File: config.mk
export PLATFORM = sky130hd
export DESIGN_NAME = serial_sub_flat
export DESIGN_NICKNAME = d
export VERILOG_FILES = /design/src/rtl/serial_sub_if.sv /design/src/rtl/serial_sub.sv /design/src/flat_wrapper.sv
export SDC_FILE = /design/constraint.sdc
export NUM_CORES = 1
export LEC_CHECK = 0
export ABC_CLOCK_PERIOD_IN_PS = 4400
export CORE_MARGIN = 5
export CORE_UTILIZATION = 45
export CTS_BUF_LIST = sky130_fd_sc_hd__clkbuf_4 sky130_fd_sc_hd__clkbuf_8 sky130_fd_sc_hd__clkbuf_16
export DETAILED_ROUTE_END_ITERATION = 7
export PLACE_DENSITY = 0.7
export SLEW_MARGIN = 10
export SYNTH_ARGS = -nofsm -noshare
export SYNTH_HDL_FRONTEND = slang
export SYNTH_SLANG_ARGS = --single-unit
File: constraint.sdc
create_clock -name clk -period 4.4 [get_ports clk]
set_clock_uncertainty 0.15 [all_clocks]
set_input_delay 0.44 -clock clk [delete_from_list [all_inputs] [get_ports clk]]
set_output_delay 0.44 -clock clk [all_outputs]
set_load 0.02 [all_outputs]
File: src/rtl/serial_sub_if.sv
// Handshake/result bundle for serial_sub; the ovf signal exists only when
// SERIAL_SUB_OVF_EN is defined.
interface serial_sub_if #(
    parameter int N = 8
);
    // Handshake: start is sampled on a rising edge only while busy=0, and the
    // operands and bin are captured on that same edge. busy is high from the
    // following cycle until completion. done pulses for one cycle, and from
    // then on d/bout (and ovf) hold their value until the next completion.
    logic         start;
    logic [N-1:0] a;
    logic [N-1:0] b;
    logic         bin;
    logic         busy;
    logic         done;
    logic [N-1:0] d;
    logic         bout;
`ifdef SERIAL_SUB_OVF_EN
    logic         ovf;
`endif
    logic         state_dbg;  // 1 while the FSM is in RUN

`ifdef SERIAL_SUB_OVF_EN
    modport master (output start, a, b, bin,
                    input  busy, done, d, bout, ovf, state_dbg);
    modport slave  (input  start, a, b, bin,
                    output busy, done, d, bout, ovf, state_dbg);
`else
    modport master (output start, a, b, bin,
                    input  busy, done, d, bout, state_dbg);
    modport slave  (input  start, a, b, bin,
                    output busy, done, d, bout, state_dbg);
`endif
endinterface

File: src/rtl/serial_sub.sv
// Bit-serial N-bit subtractor (a - b - bin), LSB first, one full-subtractor cell.
// Optional signed-overflow output is enabled with SERIAL_SUB_OVF_EN.
module serial_sub #(
    parameter int N = 8
) (
    input  logic         clk,
    input  logic         rst,
    serial_sub_if.slave  bus
);
    localparam int CW = $clog2(N);
    localparam logic [CW-1:0] LAST = CW'(N - 1);

    typedef enum logic [0:0] {
        IDLE = 1'b0,
        RUN  = 1'b1
    } state_t;

    state_t        state_q, state_d;
    logic [N-1:0]  a_sh_q, a_sh_d;
    logic [N-1:0]  b_sh_q, b_sh_d;
    logic [N-1:0]  d_sh_q, d_sh_d;
    logic          br_q, br_d;
    logic [CW-1:0] cnt_q, cnt_d;
    logic          busy_q, busy_d;
    logic          done_q, done_d;
    logic [N-1:0]  d_q, d_d;
    logic          bout_q, bout_d;
`ifdef SERIAL_SUB_OVF_EN
    logic          ovf_q, ovf_d;
`endif

    logic x, y, diff, br_new;

    always_comb begin
        x      = a_sh_q[0];
        y      = b_sh_q[0];
        diff   = x ^ y ^ br_q;
        br_new = (~x & y) | (~(x ^ y) & br_q);

        state_d = state_q;
        a_sh_d  = a_sh_q;
        b_sh_d  = b_sh_q;
        d_sh_d  = d_sh_q;
        br_d    = br_q;
        cnt_d   = cnt_q;
        busy_d  = busy_q;
        done_d  = 1'b0;
        d_d     = d_q;
        bout_d  = bout_q;
`ifdef SERIAL_SUB_OVF_EN
        ovf_d   = ovf_q;
`endif

        case (state_q)
            IDLE: begin
                if (bus.start) begin
                    a_sh_d  = bus.a;
                    b_sh_d  = bus.b;
                    br_d    = bus.bin;
                    d_sh_d  = '0;
                    cnt_d   = '0;
                    busy_d  = 1'b1;
                    state_d = RUN;
                end
            end
            RUN: begin
                a_sh_d = {1'b0, a_sh_q[N-1:1]};
                b_sh_d = {1'b0, b_sh_q[N-1:1]};
                d_sh_d = {diff, d_sh_q[N-1:1]};
                br_d   = br_new;
                cnt_d  = cnt_q + CW'(1);
                if (cnt_q == LAST) begin
                    // Results are published only here, so d/bout never show partial work.
                    d_d     = {diff, d_sh_q[N-1:1]};
                    bout_d  = br_new;
`ifdef SERIAL_SUB_OVF_EN
                    ovf_d   = br_q ^ br_new;
`endif
                    cnt_d   = '0;
                    busy_d  = 1'b0;
                    done_d  = 1'b1;
                    state_d = IDLE;
                end
            end
            default: state_d = IDLE;
        endcase
    end

    always_ff @(posedge clk) begin
        if (rst) begin
            state_q <= IDLE;
            a_sh_q  <= '0;
            b_sh_q  <= '0;
            d_sh_q  <= '0;
            br_q    <= 1'b0;
            cnt_q   <= '0;
            busy_q  <= 1'b0;
            done_q  <= 1'b0;
            d_q     <= '0;
            bout_q  <= 1'b0;
`ifdef SERIAL_SUB_OVF_EN
            ovf_q   <= 1'b0;
`endif
        end else begin
            state_q <= state_d;
            a_sh_q  <= a_sh_d;
            b_sh_q  <= b_sh_d;
            d_sh_q  <= d_sh_d;
            br_q    <= br_d;
            cnt_q   <= cnt_d;
            busy_q  <= busy_d;
            done_q  <= done_d;
            d_q     <= d_d;
            bout_q  <= bout_d;
`ifdef SERIAL_SUB_OVF_EN
            ovf_q   <= ovf_d;
`endif
        end
    end

    assign bus.busy      = busy_q;
    assign bus.done      = done_q;
    assign bus.d         = d_q;
    assign bus.bout      = bout_q;
`ifdef SERIAL_SUB_OVF_EN
    assign bus.ovf       = ovf_q;
`endif
    assign bus.state_dbg = (state_q == RUN);

endmodule

File: src/flat_wrapper.sv
// flat-port wrapper written by rule: the top's interface ports become plain ports
module serial_sub_flat 
#(
    parameter int N = 8
)
  (clk, rst, bus_start, bus_a, bus_b, bus_bin, bus_busy, bus_done, bus_d, bus_bout, bus_state_dbg);
  serial_sub_if #(.N(N)) bus_i ();
  input  logic clk;
  input  logic rst;
  input wire logic [$bits(bus_i.start)-1:0] bus_start;
  input wire logic [$bits(bus_i.a)-1:0] bus_a;
  input wire logic [$bits(bus_i.b)-1:0] bus_b;
  input wire logic [$bits(bus_i.bin)-1:0] bus_bin;
  output wire logic [$bits(bus_i.busy)-1:0] bus_busy;
  output wire logic [$bits(bus_i.done)-1:0] bus_done;
  output wire logic [$bits(bus_i.d)-1:0] bus_d;
  output wire logic [$bits(bus_i.bout)-1:0] bus_bout;
  output wire logic [$bits(bus_i.state_dbg)-1:0] bus_state_dbg;
  assign bus_i.start = bus_start;
  assign bus_i.a = bus_a;
  assign bus_i.b = bus_b;
  assign bus_i.bin = bus_bin;
  assign bus_busy = bus_i.busy;
  assign bus_done = bus_i.done;
  assign bus_d = bus_i.d;
  assign bus_bout = bus_i.bout;
  assign bus_state_dbg = bus_i.state_dbg;
  serial_sub #(.N(N)) u_core (.clk(clk), .rst(rst), .bus(bus_i));
endmodule
==> run metrics <==
post-route cell area=2120 µm²; R2R setup slack=between 2 and 3 ns; Clock transition at path regs=0.07 ns; critical-path maximum fanout=21; Tmin final=between 2 and 2.5 ns; WL per Instance=approximately 14 µm; Max stage delay on crit path=~1.0 ns; Synth async-reset ratio=0; Placeable Area=3690 µm²; Die W=71.8 µm; Worst Tran Pin Value=~0.86 ns; Max Cap Viol=0; placed cell area=~2000 µm²; global route overflow=0; Post-DP HPWL=approximately 2300 µm; Critical Path RT=between 4 and 5 ns; Cells after Synth=around 170; FMAX=about 470 MHz; clk_lat worst skew=between 0.2 and 0.3 ns; sequential fraction of the synthesis area=0.454; Int Power=0.537 mW; CP arrival=between 2 and 2.5 ns; RSZ-0062 raised after global routing=false; Final WS setup=about 2.3 ns; leading area contributor after synthesis=dfxtp_1; Post CTS Setup Buffer Count=0; CTS Buf Count=5; setup_tns=0 ns; layout cells sized above 1=0.105; initial core utilization=0.466; status=complete, no violations; sequential power share=0.538; Rel. slew slack=0.424; area share of the leading cell type in the synthesized netlist=0.454; crit path max-delay cell type=clkdlybuf4s50_1; LEAKAGE=about 0.80 nW; Worst setup EP type=register; Max Slew Vio Count=0; routability cong.=between 0.6 and 0.7; Setup crit start kind=input pin; worst slack, placed=roughly 1.9 ns; area growth from synthesis to layout=23.2%; setup violators final=0; Main synth FF type=dfxtp_1; Worst Hold Class=register to register; H-tree depth=2; most frequent cells after synthesis=dfxtp_1 (39), a21oi_1 (21), mux2i_1 (17), a211oi_1 (15), nor2b_1 (14); ANT nets after route=0; fillers=~360; first-pass iteration count of the detailed router=4; largest net degree at the start of global routing=62; placed cell count=240; GRT Total Usage=0.143; via count=roughly 1300; die area=between 5000 and 6000 µm²; switch share=0.237; power per cell area=about 330 nW/µm²; Unique masters post-synth=23; top-count cell post-synth=dfxtp_1; die outline height=about 72 µm; combinational power share=0.122; Switch Pwr=between 0.15 and 0.2 mW; vias in the first global route=roughly 1400; Core Util, Final=0.574; WL final=~3400 µm; Max IR drop VDD=0.238 mV; IO Pins=32; Final #Nets=223; residual DRC count=0; Cell Chain, Critical Path=clkdlybuf4s50_1, buf_4, mux2i_1, a211oi_1; Syn. warnings=0; syn_area_per_cell=9.87 µm²; first-pass GRT wire length=about 6000 µm; cts hold-fix bufs=0; top cells by area, synth=dfxtp_1 (45%), mux2i_1 (9.9%), a211oi_1 (6.6%); synthesized area=roughly 1700 µm²; CTS sink count=39; Clk network pwr share=0.340; FP Rows=22; register area=between 700 and 800 µm²; cts repair resizes=0; clk buf depth=2; CTS root buf=clkbuf_8; Via density=approximately 5.3; final hold vios=0; initial antenna violation count=0; number of DRC markers in iteration 0=between 80 and 90; Layout Cells excl Fill=approximately 250; WS Path Type=input pin to register; n_diodes=0; number of enable flip-flop cells after synthesis=0; Tcrit/Tclk final=0.482; Yosys reg bits=39; TritonCTS clock tree=built; # port buffers=31; multi-input combinational cell area=841 µm²; syn nets=198
## worst paths after layout
path | to | startpoint | cells past startpoint
setup / recovery | u_core.b_sh_q[1] | bus_start | 4
hold / removal | u_core.bus.d[0] | u_core.d_sh_q[1] | 2
setup reg to reg | u_core.bus.bout | u_core.cnt_q[0] | 4
hold reg to reg | u_core.bus.d[0] | u_core.d_sh_q[1] | 2
## critical path: cells and delay by family
kind	cells	cell delay, ns
compound gates	1	0.09
buf+inv	2	1.37
mux	1	0.21
## logic make-up after synthesis
kind of cell | Yosys count | share of synthesized area
AOI/OAI and AO/OA | 47 | 0.189
adders and majority gates | 4 | 0.0335
buffers and inverters | 19 | 0.0561
DFF | 39 | 0.454
muxes | 17 | 0.0991
and+or+nand+nor | 48 | 0.168
## cell type report
cell class	count	area share
Clock inverter	1	0.00237
Timing Repair Buffer	34	0.157
Multi-Input combinational cell	116	0.397
Inverter	3	0.00532
Sequential cell	39	0.370
Clock buffer	7	0.0396
Tap cell	48	0.0284
## power by group through the flow
stage | Clock, mW | Combinational, mW | Sequential, mW
finish | 0.239 | 0.0858 | 0.379
global route | 0.262 | 0.0957 | 0.381
CTS | 0.243 | 0.0869 | 0.379
detailed placement | 0 | 0.0868 | 0.386
global placement | 0 | 0.0823 | 0.386
floorplan | 0 | 0.0558 | 0.386
## stage by stage
step	hold WS, ns	power (mW)
6_report	0.320	0.704
3_3_place_gp	0.303	0.468
5_1_grt	0.345	0.738
2_1_floorplan	0.288	0.442
4_1_cts	0.321	0.708
3_5_place_dp	0.310	0.473
## cell usage in the layout (no fill, tap or decap), drive strengths merged
| cell type | netlist | layout |
|---|---|---|
| a211oi | 15 | 15 |
| a21bo | 9 | 9 |
| a21o | 1 | 1 |
| a21oi | 21 | 21 |
| a311oi | 1 | 1 |
| buf | 12 | 3 |
| clkbuf | 4 | 7 |
| clkdlybuf4s50 | 0 | 31 |
| clkinv | 0 | 1 |
| dfxtp | 39 | 39 |
| fa | 1 | 1 |
| ha | 3 | 3 |
| inv | 3 | 3 |
| mux2i | 17 | 17 |
| nand2 | 9 | 9 |
| nand2b | 1 | 1 |
| nand3 | 8 | 8 |
| nand3b | 1 | 1 |
| nor2 | 2 | 2 |
| nor2b | 14 | 14 |
| nor3 | 2 | 2 |
| or3b | 11 | 11 |
## flip-flops by register name (all words and copies together) (netlist names)
name                  cells
u_core.bus.bout           1
u_core.d_sh_q             7
u_core.cnt_q              3
u_core.bus.state_dbg      1
u_core.bus.done           1
u_core.bus.d              8
u_core.b_sh_q             8
u_core.a_sh_q             8
u_core.bus.busy           1
u_core.br_q               1
## layer usage
metal | track usage | up-vias | wire, µm
met2 | 0.239 | 24 | 1590
li1 | - | 669 | -
met4 | 0.0438 | 0 | 38
met1 | 0.182 | 609 | 1580
met3 | 0.0351 | 6 | 146
met5 | 0 | - | 0
No activity file was read; power rests on OpenSTA's default activity.
